===== config.mk =====
export PLATFORM = sky130hd
export DESIGN_NAME = ddr3_lane_read_dly_trainer
export DESIGN_NICKNAME = d
export VERILOG_FILES = /design/src/rtl/ddr3_lane_read_dly_trainer.sv
export SDC_FILE = /design/constraint.sdc
export NUM_CORES = 1
export LEC_CHECK = 0
export ABC_AREA = 1
export BUFFER_PORTS_ARGS = -buffer_cell sky130_fd_sc_hd__buf_2
export CAP_MARGIN = 20
export CORE_ASPECT_RATIO = 1.4
export CORE_UTILIZATION = 50
export CTS_CLUSTER_SIZE = 30
export DETAILED_ROUTE_END_ITERATION = 8
export GPL_TIMING_DRIVEN = 0
export PLACE_DENSITY = 0.73
export REMOVE_ABC_BUFFERS = 1
export SLEW_MARGIN = 15
export SYNTH_ARGS = -nofsm -noshare
export SYNTH_HDL_FRONTEND = slang
export SYNTH_SLANG_ARGS = --single-unit
export TNS_END_PERCENT = 1

===== constraint.sdc =====
create_clock -name FAB_CLK -period 2.5 [get_ports FAB_CLK]
set_input_delay 0.625 -clock FAB_CLK [delete_from_list [all_inputs] [get_ports FAB_CLK]]
set_output_delay 0.625 -clock FAB_CLK [all_outputs]
set_load 0.03 [all_outputs]

===== src/rtl/ddr3_lane_read_dly_trainer.sv =====
// Per-lane DDR3 read-delay trainer: sweeps the delay tap, finds the passing window, parks at its centre.
// Define EYE_MONITOR_TRACK_EN to enable eye-monitor tracking after training completes.
module ddr3_lane_read_dly_trainer #(
    parameter int         TAP_MAX        = 128,
    parameter int         SETTLE_CYCLES  = 8,
    parameter int         PASS_CNT       = 16,
    parameter int         MIN_WIN        = 8,
    parameter logic [7:0] PATTERN        = 8'h55,
    parameter int         TRACK_INTERVAL = 256
) (
    input  logic       FAB_CLK,
    input  logic       ARST_N,
    input  logic       TRAIN_START,
    input  logic [7:0] RX_DATA,
    input  logic       DELAY_LINE_OUT_OF_RANGE,
    input  logic       EYE_MONITOR_EARLY,
    input  logic       EYE_MONITOR_LATE,
    output logic       DELAY_LINE_LOAD,
    output logic       DELAY_LINE_MOVE,
    output logic       DELAY_LINE_DIRECTION,
    output logic       EYE_MONITOR_CLEAR_FLAGS,
    output logic       TRAIN_BUSY,
    output logic       TRAIN_DONE,
    output logic       TRAIN_ERR,
    output logic [7:0] WIN_START,
    output logic [7:0] WIN_END,
    output logic [7:0] TAP_CUR
);

    typedef enum logic [3:0] {
        S_IDLE, S_LOAD, S_SETTLE, S_SAMPLE, S_STEP, S_CENTER, S_DONE, S_ERR
`ifdef EYE_MONITOR_TRACK_EN
        , S_TRACK
`endif
    } state_t;

    localparam logic [7:0]  TAP_LAST    = 8'(TAP_MAX - 1);
    localparam logic [15:0] SETTLE_LAST = 16'(SETTLE_CYCLES - 1);
    localparam logic [15:0] PASS_LAST   = 16'(PASS_CNT - 1);
    localparam logic [8:0]  MIN_WIN_W   = 9'(MIN_WIN);

    state_t      state_q, state_d;
    logic [15:0] cnt_q, cnt_d;
    logic [7:0]  tap_q, tap_d, ws_q, ws_d, we_q, we_d;
    logic        in_win_q, in_win_d, busy_q, busy_d, done_q, done_d, err_q, err_d;
    logic        tog_q, tog_d, cfin_q, cfin_d, clr_q, clr_d;

    logic [8:0]  win_sum, win_width;
    logic [7:0]  target;
    logic        win_ok, at_end, rx_match, center_move, track_inc, track_dec;

    // Centre target uses a 9-bit sum so taps near 255 cannot overflow.
    assign win_sum     = {1'b0, ws_q} + {1'b0, we_q};
    assign target      = 8'(win_sum >> 1);
    assign win_width   = {1'b0, we_q} - {1'b0, ws_q} + 9'd1;
    assign win_ok      = (win_width >= MIN_WIN_W);
    assign at_end      = (tap_q == TAP_LAST) || DELAY_LINE_OUT_OF_RANGE;
    assign rx_match    = (RX_DATA == PATTERN);
    assign center_move = (state_q == S_CENTER) && win_ok && (tap_q != target) && !tog_q;

`ifdef EYE_MONITOR_TRACK_EN
    logic track_tick;
    assign track_tick = (state_q == S_TRACK) && (cnt_q == 16'(TRACK_INTERVAL - 1));
    assign track_inc  = track_tick && EYE_MONITOR_EARLY && !EYE_MONITOR_LATE && (tap_q != TAP_LAST);
    assign track_dec  = track_tick && EYE_MONITOR_LATE && !EYE_MONITOR_EARLY && (tap_q != 8'd0);
`else
    localparam int unused_track_interval = TRACK_INTERVAL;
    logic unused_eye_flags;
    assign unused_eye_flags = EYE_MONITOR_EARLY ^ EYE_MONITOR_LATE;
    assign track_inc = 1'b0;
    assign track_dec = 1'b0;
`endif

    always_ff @(posedge FAB_CLK or negedge ARST_N) begin
        if (!ARST_N) begin
            state_q  <= S_IDLE;
            cnt_q    <= '0;
            tap_q    <= '0;
            ws_q     <= '0;
            we_q     <= '0;
            in_win_q <= 1'b0;
            busy_q   <= 1'b0;
            done_q   <= 1'b0;
            err_q    <= 1'b0;
            tog_q    <= 1'b0;
            cfin_q   <= 1'b0;
            clr_q    <= 1'b0;
        end else begin
            state_q  <= state_d;
            cnt_q    <= cnt_d;
            tap_q    <= tap_d;
            ws_q     <= ws_d;
            we_q     <= we_d;
            in_win_q <= in_win_d;
            busy_q   <= busy_d;
            done_q   <= done_d;
            err_q    <= err_d;
            tog_q    <= tog_d;
            cfin_q   <= cfin_d;
            clr_q    <= clr_d;
        end
    end

    always_comb begin
        state_d  = state_q;
        cnt_d    = cnt_q;
        tap_d    = tap_q;
        ws_d     = ws_q;
        we_d     = we_q;
        in_win_d = in_win_q;
        busy_d   = busy_q;
        done_d   = done_q;
        err_d    = err_q;
        tog_d    = tog_q;
        cfin_d   = cfin_q;
        clr_d    = 1'b0;
        case (state_q)
            S_LOAD: begin
                state_d = S_SETTLE;
                cnt_d   = '0;
            end
            S_SETTLE: begin
                if (cnt_q == SETTLE_LAST) begin
                    cnt_d = '0;
                    if (cfin_q) begin
                        state_d = S_DONE;
                        done_d  = 1'b1;
                        busy_d  = 1'b0;
                    end else begin
                        state_d = S_SAMPLE;
                    end
                end else begin
                    cnt_d = cnt_q + 16'd1;
                end
            end
            S_SAMPLE: begin
                if (rx_match && cnt_q != PASS_LAST) begin
                    cnt_d = cnt_q + 16'd1;
                end else if (rx_match) begin
                    if (!in_win_q) ws_d = tap_q;
                    in_win_d = 1'b1;
                    we_d     = tap_q;
                    tog_d    = 1'b0;
                    state_d  = at_end ? S_CENTER : S_STEP;
                end else if (in_win_q) begin
                    tog_d   = 1'b0;
                    state_d = S_CENTER;
                end else if (at_end) begin
                    state_d = S_ERR;
                    err_d   = 1'b1;
                    busy_d  = 1'b0;
                end else begin
                    state_d = S_STEP;
                end
            end
            S_STEP: begin
                tap_d   = tap_q + 8'd1;
                cnt_d   = '0;
                state_d = S_SETTLE;
            end
            // Back off toward the centre, one decrement every other cycle.
            S_CENTER: begin
                if (!win_ok) begin
                    state_d = S_ERR;
                    err_d   = 1'b1;
                    busy_d  = 1'b0;
                end else if (tap_q == target) begin
                    cfin_d  = 1'b1;
                    cnt_d   = '0;
                    state_d = S_SETTLE;
                end else if (!tog_q) begin
                    tap_d = tap_q - 8'd1;
                    tog_d = 1'b1;
                end else begin
                    tog_d = 1'b0;
                end
            end
`ifdef EYE_MONITOR_TRACK_EN
            S_DONE: begin
                state_d = S_TRACK;
                cnt_d   = '0;
            end
            S_TRACK: begin
                if (track_tick) begin
                    cnt_d = '0;
                    clr_d = 1'b1;
                    if (track_inc) tap_d = tap_q + 8'd1;
                    if (track_dec) tap_d = tap_q - 8'd1;
                end else begin
                    cnt_d = cnt_q + 16'd1;
                end
            end
`endif
            default: ;
        endcase
        // Idle, done, error and tracking are exactly the states where busy is low.
        if (TRAIN_START && !busy_q) begin
            state_d  = S_LOAD;
            busy_d   = 1'b1;
            done_d   = 1'b0;
            err_d    = 1'b0;
            ws_d     = '0;
            we_d     = '0;
            tap_d    = '0;
            in_win_d = 1'b0;
            cfin_d   = 1'b0;
            tog_d    = 1'b0;
            cnt_d    = '0;
        end
    end

    always_comb begin
        DELAY_LINE_LOAD      = (state_q == S_LOAD);
        DELAY_LINE_MOVE      = (state_q == S_STEP) || center_move || track_inc || track_dec;
        DELAY_LINE_DIRECTION = (state_q == S_STEP) || track_inc;
    end

    assign EYE_MONITOR_CLEAR_FLAGS = clr_q;
    assign TRAIN_BUSY = busy_q;
    assign TRAIN_DONE = done_q;
    assign TRAIN_ERR  = err_q;
    assign WIN_START  = ws_q;
    assign WIN_END    = we_q;
    assign TAP_CUR    = tap_q;

endmodule


==> results of run 1 <==
registers in the layout, summed over array words and instances (netlist names):
name	flops
TRAIN_ERR	1
in_win_q	1
WIN_END	8
state_q	3
WIN_START	8
TAP_CUR	8
cnt_q	16
TRAIN_BUSY	1
cfin_q	1
TRAIN_DONE	1
tog_q	1
critical path: stages, from the launching register on:
cell and delay (ps):
dfrtp_1 440, ha_4 290, inv_2 40, ha_4 150, fa_2 380, nand3_2 90
nand3b_1 100, nand2_1 100, nand3_2 90, nor2_4 120, nand3_2 110, nand2_2 110
a21oi_2 60, buf_6 130
power by group:
part / switching [W] / total (W) / internal (W)
registers: 0.000244 / 0.00123 / 0.000987
clock network: 0.000279 / 0.000676 / 0.000397
logic: 0.00241 / 0.00378 / 0.00137
total: 0.00293 / 0.00569 / 0.00276
per-layer routing:
metal / GRT usage (%) / vias to the layer above / part of all wire [%]
met3: 2.542 / 15 / 2.6
met1: 27.33 / 1788 / 41
met5: 0 / - / 0
met2: 48.48 / 75 / 55
li1: - / 1979 / -
met4: 13.34 / 0 / 2.1
cell families after synthesis:
family	share of synthesized area, %
buffers and inverters	9.237
other	0.09449
AOI/OAI and AO/OA	7.976
and+or+nand+nor	37.52
DFF	30.90
adders and majority gates	10.97
xor gates and xnor gates	3.310
worst min-delay path by stage:
stage,start,to,slack [ps]
2_1_floorplan,ARST_N,TAP_CUR[0],330
3_3_place_gp,tog_q,tog_q,480
3_5_place_dp,tog_q,tog_q,490
4_1_cts,tog_q,tog_q,510
5_1_grt,ARST_N,state_q[0],370
6_report,ARST_N,state_q[0],320
per-stage QoR:
stage          util [%]  TNS [ps]
2_1_floorplan         -     -7251
3_3_place_gp      55.15    -54980
3_5_place_dp      55.38    -11410
4_1_cts           60.10     -1496
5_1_grt           61.06     -6046
6_report          61.06     -2420
placed cells by master (no fill, tap or decap), types with 3 or more instances in the layout:
master    instances
dfrtp_1          48
o21ai_0           8
nand3b_1          5
ha_2              4
nand2_1         189
a21oi_2           4
nand3_2           4
a21oi_1          19
ha_1             19
buf_4            13
ha_4              7
nand4_1          13
nor3_1            6
buf_2            39
nor2_4            3
o21ai_1           5
nand2_2           9
xnor2_1           7
nor2_2            5
inv_2             6
clkbuf_8          5
nor2_1           50
xor2_1            8
inv_1            78
o31ai_1           8
nand3_1          49
area by class of cell:
type                            instances  area share (%)
Multi-Input combinational cell        447           54.67
Sequential cell                        49           26.10
Timing Repair Buffer                   55           7.023
Inverter                               84           6.704
Tap cell                              100           2.660
Clock buffer                            5           1.463
Clock inverter                          3           1.383
repair_timing:
item | CTS | global route
gates resized for setup | 34 | 15
setup endpoints to repair | 32 | 32
pin swaps | 14 | 3
endpoints found under the hold margin | 0 | 0
setup buffers | 11 | 2
==> results_dict.tcl, run 1 <==
set metrics [dict create \
    area_growth_pct 18.51 \
    fin_cells 743 \
    finalSetupViolCount 29 \
    seqCellArea_mm2 0.001227 \
    antenna_found_initial 0 \
    critical_path.startpoint "WIN_START[1]" \
    async_flop_share_pct 100.0 \
    drive_above_1_share_pct 17.88 \
    gp_congestion 0.8873 \
    r2r_cells 16 \
    die_area_mm2 0.008303 \
    dp_cells 722 \
    final_area_mm2 0.004703 \
    cts_hold_buf 0 \
    grt_pass1_wl_mm 16.75 \
    grt_pass1_vias 3868 \
    place_area_mm2 0.004265 \
    grt_max_degree 50 \
    dr.pass1.iters 4 \
    core_area_mm2 0.007702 \
    fin_crit_sh_pct 125.9 \
    start_kind "flip-flop" \
    synth_flop_cell "dfrtp_1" \
    cellPowerDensity_mw_per_mm2 1209 \
    clkTransAtPathRegs_ps 90 \
    clock_sinks 49 \
    syn_area_per_cell_um2 6.750 \
    dp_hpwl_mm 7.353 \
    synth_cells 588 \
    synthTopCellsByCount "nand2_1 (192), inv_1 (83), nor2_1 (55), nand3_1 (53), dfrtp_1 (49)" \
    via_count 3857 \
    clk_latency_ps 310 \
    fp.dieH_um 107.4 \
    start_util_pct 51.53 \
    num_rows 38 \
    nNetsFinal 689 \
    drc 0 \
    ir_drop_mv 0.5534 \
    r2r-start "WIN_START[1]" \
    io_buffers 41 \
    grt_setup_unrepaired "yes" \
    grt-ovfl-total 0 \
    die_w_um 77.30 \
    diodes 0 \
    ant_nets 0 \
    ys_ff_latch 49 \
    fmax_mhz 317.6 \
    place_ws_ps -741.4 \
    multi_input_area_mm2 0.002571 \
    drtIter0Drc 241 \
    ioPinCount 45 \
    skew_ps 6.987 \
    finalHoldViolations 0 \
    cts_max_level 2 \
    hold_class "in2async" \
    synth_top_area_share_pct 30.90 \
    crit_required_ps 1880 \
    grt_use_total_pct 25.47 \
    ys_types 39 \
    yosysWarningCount 0 \
    post_drt_wl_per_cell_um 13.05 \
    syn-cell-area_mm2 0.003969 \
    crit_end "DELAY_LINE_MOVE" \
    yosysTopAreaCell "dfrtp_1" \
    synth-edff-count 0 \
    holdWs_ps 320.1 \
    p_total_w 0.005687 \
    via_per_inst 5.191 \
    finalCriticalPeriod_ps 3148 \
    clock_tree.buffer_depth 2 \
    max_cap_viol_count 0 \
    arrival_ps 2520 \
    outcome "finished, violations left" \
    p_leak_nw 2.573 \
    r2r_slack_ps -90 \
    numCtsBuffers 5 \
    clockRootBuffer "clkbuf_8" \
    failed_checks "negative setup slack" \
    crit_type "reg2out" \
    path_max_fanout 3 \
    setup_slack_ps -648.2 \
    cts_tree "yes" \
    r2r-end "cnt_q[7]" \
    wl_mm 9.694 \
    yosysSeqAreaShare_pct 30.90 \
    end_kind "primary output" \
    fillerInstances 712 \
    synth_area_leaders "dfrtp_1 (31%), nand2_1 (18%), ha_1 (9.5%)" \
    synth.most_common_cell "nand2_1" \
    slew_viol_final 0 \
    worstMarginPinSlew_ps 706.0 \
    relSlewSlack_pct 52.92 \
]
Note: power is estimated with default switching activity, not from simulation.
==> run 2: changes to the inputs <==
--- a/config.mk
+++ b/config.mk
@@ -15,6 +15,7 @@
 export GPL_TIMING_DRIVEN = 0
 export PLACE_DENSITY = 0.73
 export REMOVE_ABC_BUFFERS = 1
+export SETUP_SLACK_MARGIN = 0.5
 export SLEW_MARGIN = 15
 export SYNTH_ARGS = -nofsm -noshare
 export SYNTH_HDL_FRONTEND = slang
==> run 2 against run 1 <==
Against the previous run:
- the flow still finishes with violations (negative setup slack)
- highest routed layer unchanged
- clock-buffer cell count stayed put
- hold slack got worse by 6.6 ps
- largest cell class unchanged
- sequential share of layout area decreased by 0.21 points
- non-clock buffer count fell by 1
- power increased by 0.12%
- critical path type unchanged
- wire length is 0.93% higher
- fmax shrank 0.19%
==> results_dict.tcl, run 2 (synthesized netlist as in run 1, its figures left out) <==
set metrics [dict create \
    gp_congestion 0.8873 \
    final_cell_mix "nand2_1 (186), inv_1 (77), nand3_1 (49)" \
    fin_crit_sh_pct 126.2 \
    core_area_mm2 0.007702 \
    grt_max_degree 50 \
    num_rows 38 \
    grt_pass1_wl_mm 16.77 \
    fp.dieH_um 107.4 \
    start_util_pct 51.53 \
    end_kind "primary output" \
    grt_use_total_pct 25.50 \
    path_cells "ha_4, inv_2, ha_4, fa_2, nand3_2, nand3b_1, nand2_1, nand3_2, nor2_4, nand3_2, nand2_2, a21oi_2, buf_6" \
    clock_sinks 49 \
    nNetsFinal 688 \
    clkTransAtPathRegs_ps 100 \
    dr.pass1.iters 4 \
    grt_pass1_vias 3877 \
    max_cap_viol_count 0 \
    largest_register "cnt_q" \
    finalCriticalPeriod_ps 3154 \
    finalSetupViolCount 29 \
    numCtsBuffers 5 \
    wl_mm 9.784 \
    multi_input_area_mm2 0.002614 \
    die_area_mm2 0.008303 \
    path_common_cell "nand3_2" \
    arrival_ps 2530 \
    area_growth_pct 19.45 \
    diodes 0 \
    cellPowerDensity_mw_per_mm2 1201 \
    final_area_mm2 0.004741 \
    fin_cells 742 \
    antenna_found_initial 0 \
    skew_ps 9.124 \
    finalHoldViolations 0 \
    fmax_mhz 317.1 \
    setup_slack_ps -654.0 \
    cp_top_family "adder cells" \
    drive_above_1_share_pct 19.16 \
    dp_cells 722 \
    cts_hold_buf 0 \
    via_per_inst 5.201 \
    ioPinCount 45 \
    final_common_cell "nand2_1" \
    outcome "finished, violations left" \
    start_kind "flip-flop" \
    slew_viol_final 0 \
    timing.setup.tns_ps -2530 \
    path_max_fanout 3 \
    grt-ovfl-total 0 \
    p_leak_nw 2.573 \
    largest_reg_flops 16 \
    io_buffers 41 \
    relSlewSlack_pct 57.82 \
    ir_drop_mv 0.5515 \
    slowest_stage "dfrtp_1" \
    grt_setup_unrepaired "yes" \
    failed_checks "negative setup slack" \
    drc 0 \
    via_count 3859 \
    crit_type "reg2out" \
    hold_class "in2async" \
    clock_tree.buffer_depth 2 \
    worstMarginPinSlew_ps 632.7 \
    cts_tree "yes" \
    holdWs_ps 313.5 \
    place_area_mm2 0.004265 \
    clk_latency_ps 320 \
    seqCellArea_mm2 0.001227 \
    cpPeakStageDelay_ps 440 \
    crit_required_ps 1880 \
    drtIter0Drc 200 \
    die_w_um 77.30 \
    fillerInstances 707 \
    clockRootBuffer "clkbuf_8" \
    cts_max_level 2 \
    post_drt_wl_per_cell_um 13.19 \
    crit_buf_inv 2 \
    dp_hpwl_mm 7.353 \
    ant_nets 0 \
    place_ws_ps -741.4 \
]
==> run 2: final timing paths <==
| path | from | end | slack (ps) | cells after the start |
|---|---|---|---|---|
| worst max-delay path | WIN_START[1] | DELAY_LINE_MOVE | -650 | 13 |
| worst min-delay path | ARST_N | state_q[0] | 310 | 1 |
| worst max register to register | WIN_START[1] | cnt_q[3] | -100 | 16 |
| worst min register to register | tog_q | tog_q | 510 | 2 |
| max in group asynchronous | ARST_N | WIN_END[4] | 1730 | 1 |
| min in group FAB_CLK | tog_q | tog_q | 510 | 2 |
==> run 2: per-stage QoR <==
stage | total power, W | util (%)
2_1_floorplan | 0.003605 | -
3_3_place_gp | 0.004320 | 55.15
3_5_place_dp | 0.004420 | 55.38
4_1_cts | 0.005545 | 60.20
5_1_grt | 0.006177 | 61.55
6_report | 0.005694 | 61.55
==> run 2: power by group <==
| group | internal [W] | switching, W |
|---|---|---|
| sequential | 0.000987 | 0.000246 |
| combinational | 0.00136 | 0.00242 |
| clock | 0.000397 | 0.000285 |
| total | 0.00275 | 0.00295 |
==> run 2: cell type report <==
class	instances	share of cell area, %
repair buffers	54	6.862
well taps	100	2.639
clock buffers	5	1.452
flip-flops and latches	49	25.89
multi-input cells	447	55.13
inverters	84	6.651
clock inverters	3	1.372
==> run 2: per-layer routing <==
| layer | global-route usage, % | vias to the layer above | share of wire (%) |
|---|---|---|---|
| li1 | - | 1975 | - |
| met4 | 12.80 | 0 | 2.4 |
| met1 | 27.28 | 1796 | 40 |
| met2 | 48.93 | 71 | 55 |
| met3 | 2.542 | 17 | 2.6 |
| met5 | 0 | - | 0 |
==> run 2: timing repair <==
| item | in CTS | in global routing |
|---|---|---|
| pin swaps | 15 | 15 |
| resized for setup | 35 | 27 |
| hold endpoints to repair | 0 | 0 |
| buffers inserted | 11 | 1 |
| endpoints found under the setup margin | 48 | 49 |
==> run 3: changes to the inputs <==
--- a/config.mk
+++ b/config.mk
@@ -9,12 +9,12 @@
 export BUFFER_PORTS_ARGS = -buffer_cell sky130_fd_sc_hd__buf_2
 export CAP_MARGIN = 20
 export CORE_ASPECT_RATIO = 1.4
-export CORE_UTILIZATION = 50
+export CORE_UTILIZATION = 54
 export CTS_CLUSTER_SIZE = 30
 export DETAILED_ROUTE_END_ITERATION = 8
+export GPL_ROUTABILITY_DRIVEN = 1
 export GPL_TIMING_DRIVEN = 0
-export PLACE_DENSITY = 0.73
-export REMOVE_ABC_BUFFERS = 1
+export PLACE_DENSITY = 0.77
 export SETUP_SLACK_MARGIN = 0.5
 export SLEW_MARGIN = 15
 export SYNTH_ARGS = -nofsm -noshare
==> run 3 against run 2 <==
Against the previous run:
- wire length rose by 5.8%
- flip-flop and latch count did not move
- critical endpoint unchanged
- setup slack got worse by 42 ps
- critical path type unchanged
- the run still ends with negative setup slack left
- largest cell class unchanged
==> results_dict.tcl, run 3 (synthesized netlist as in run 1, its figures left out) <==
set metrics [dict create \
    ant_nets 0 \
    finalCriticalPeriod_ps 3196 \
    outcome "finished, violations left" \
    dp_hpwl_mm 7.746 \
    io_buffers 41 \
    cp_top_family "adder cells" \
    grt_setup_unrepaired "yes" \
    area_growth_pct 18.19 \
    diodes 0 \
    r2r_slack_ps -350 \
    crit_type "reg2out" \
    drtIter0Drc 228 \
    start_util_pct 56.48 \
    p_total_w 0.005656 \
    finalSetupViolCount 32 \
    fillerInstances 646 \
    grt-ovfl-total 0 \
    skew_ps 9.652 \
    grt_pass1_vias 3858 \
    crit_required_ps 1880 \
    num_rows 36 \
    worstMarginPinSlew_ps 632.8 \
    nNetsFinal 693 \
    wl_mm 10.35 \
    path_cells "ha_4, inv_2, ha_4, fa_2, xnor2_1, nand3_2, nor2_4, nand3_2, nand2_4, a21oi_4, buf_6" \
    cellPowerDensity_mw_per_mm2 1206 \
    arrival_ps 2570 \
    grt_pass1_wl_mm 16.96 \
    clockRootBuffer "clkbuf_8" \
    core_area_mm2 0.007027 \
    p_leak_nw 2.550 \
    grt_max_degree 50 \
    crit_buf_inv 2 \
    via_per_inst 5.305 \
    largest_reg_flops 16 \
    hold_class "in2async" \
    ioPinCount 45 \
    end_kind "primary output" \
    slew_viol_final 0 \
    largest_register "cnt_q" \
    cts_tree "yes" \
    cts_max_level 2 \
    fin_crit_sh_pct 127.8 \
    gp_congestion 0.9244 \
    fin_cells 742 \
    post_drt_wl_per_cell_um 13.95 \
    r2r_cells 16 \
    die_area_mm2 0.007701 \
    final_common_cell "nand2_1" \
    holdWs_ps 317.0 \
    setup_slack_ps -695.5 \
    antenna_found_initial 0 \
    grt_use_total_pct 29.16 \
    drive_above_1_share_pct 19.47 \
    r2r-start "WIN_START[1]" \
    finalHoldViolations 0 \
    dr.pass1.iters 5 \
    start_kind "flip-flop" \
    clkTransAtPathRegs_ps 100 \
    dp_cells 724 \
    slowest_stage "dfrtp_2" \
    syn-num-nets 635 \
    ir_drop_mv 0.5393 \
    die_w_um 74.46 \
    final_cell_mix "nand2_1 (189), inv_1 (78), nand3_1 (49)" \
    drc 0 \
    failed_checks "negative setup slack" \
    cpPeakStageDelay_ps 450 \
    relSlewSlack_pct 57.81 \
    clock_tree.buffer_depth 2 \
    max_cap_viol_count 0 \
    clock_sinks 49 \
    path_max_fanout 3 \
    fp.dieH_um 103.4 \
    numCtsBuffers 5 \
    r2r-end "cnt_q[4]" \
    via_count 3936 \
    clk_latency_ps 310 \
    fmax_mhz 312.9 \
]
==> run 3: worst register-to-register path: stages, from the launching register on <==
cell     delay [ps]
dfrtp_2         450
ha_4            280
inv_2            40
ha_4            150
fa_2            450
xnor2_1         220
nand3_2         120
nor2_4          130
nand3_2         120
buf_4           150
buf_4           130
nand2_1          70
nand2_2          80
nand2_4         150
buf_8           150
nand2_1          50
nand2_1          60
==> run 3: cell type report <==
cell class	count	area (µm²)	share of cell area, %
plain buffers	8	57.56	1.227
repair buffers	51	291.5	6.215
inverters	84	315.3	6.722
clock inverters	2	13.76	0.2934
flip-flops and latches	49	1240	26.43
well taps	95	118.9	2.534
clock buffers	6	82.58	1.760
multi-input cells	447	2571	54.81
==> run 3: routing by layer <==
metal  up-vias  routed length, µm  global-route usage, %
met5         -                  0                      0
met4         0                340                  16.55
met3        25                423                  4.360
met2       110               5603                  53.85
met1      1819               3982                  30.95
li1       1982                  -                      -
==> run 3: worst max-delay path by stage <==
stage,cells past startpoint,endpoint,from
after CTS,13,DELAY_LINE_MOVE,WIN_START[1]
final,11,DELAY_LINE_MOVE,WIN_START[1]
after global placement,14,DELAY_LINE_MOVE,WIN_START[2]
after floorplan,14,DELAY_LINE_MOVE,WIN_END[1]
after detailed placement,12,DELAY_LINE_MOVE,WIN_START[4]
after global routing,13,DELAY_LINE_MOVE,WIN_START[1]
==> run 3: timing repair <==
action                                  4_1_cts  5_1_grt
hold buffers                                  0        0
endpoints found under the setup margin       49       50
setup buffers                                 6        4
resized for setup                            20       15
pin swaps                                    13       10
==> run 3: power by group <==
part | switching (W) | internal [W]
Sequential | 0.000260 | 0.000998
Clock | 0.000287 | 0.000225
Combinational | 0.00246 | 0.00142
==> run 3: through the flow <==
step           util (%)  setup slack [ps]  TNS, ps  cell area [µm²]
3_3_place_gp      62.54            -445.3    -2581             4394
2_1_floorplan         -            -283.9   -283.9             4070
3_5_place_dp      62.54            -480.4    -3749             4394
4_1_cts           65.53            -658.8    -3042             4604
6_report          66.76            -695.5    -8263             4691
5_1_grt           66.76            -795.1   -12890             4691
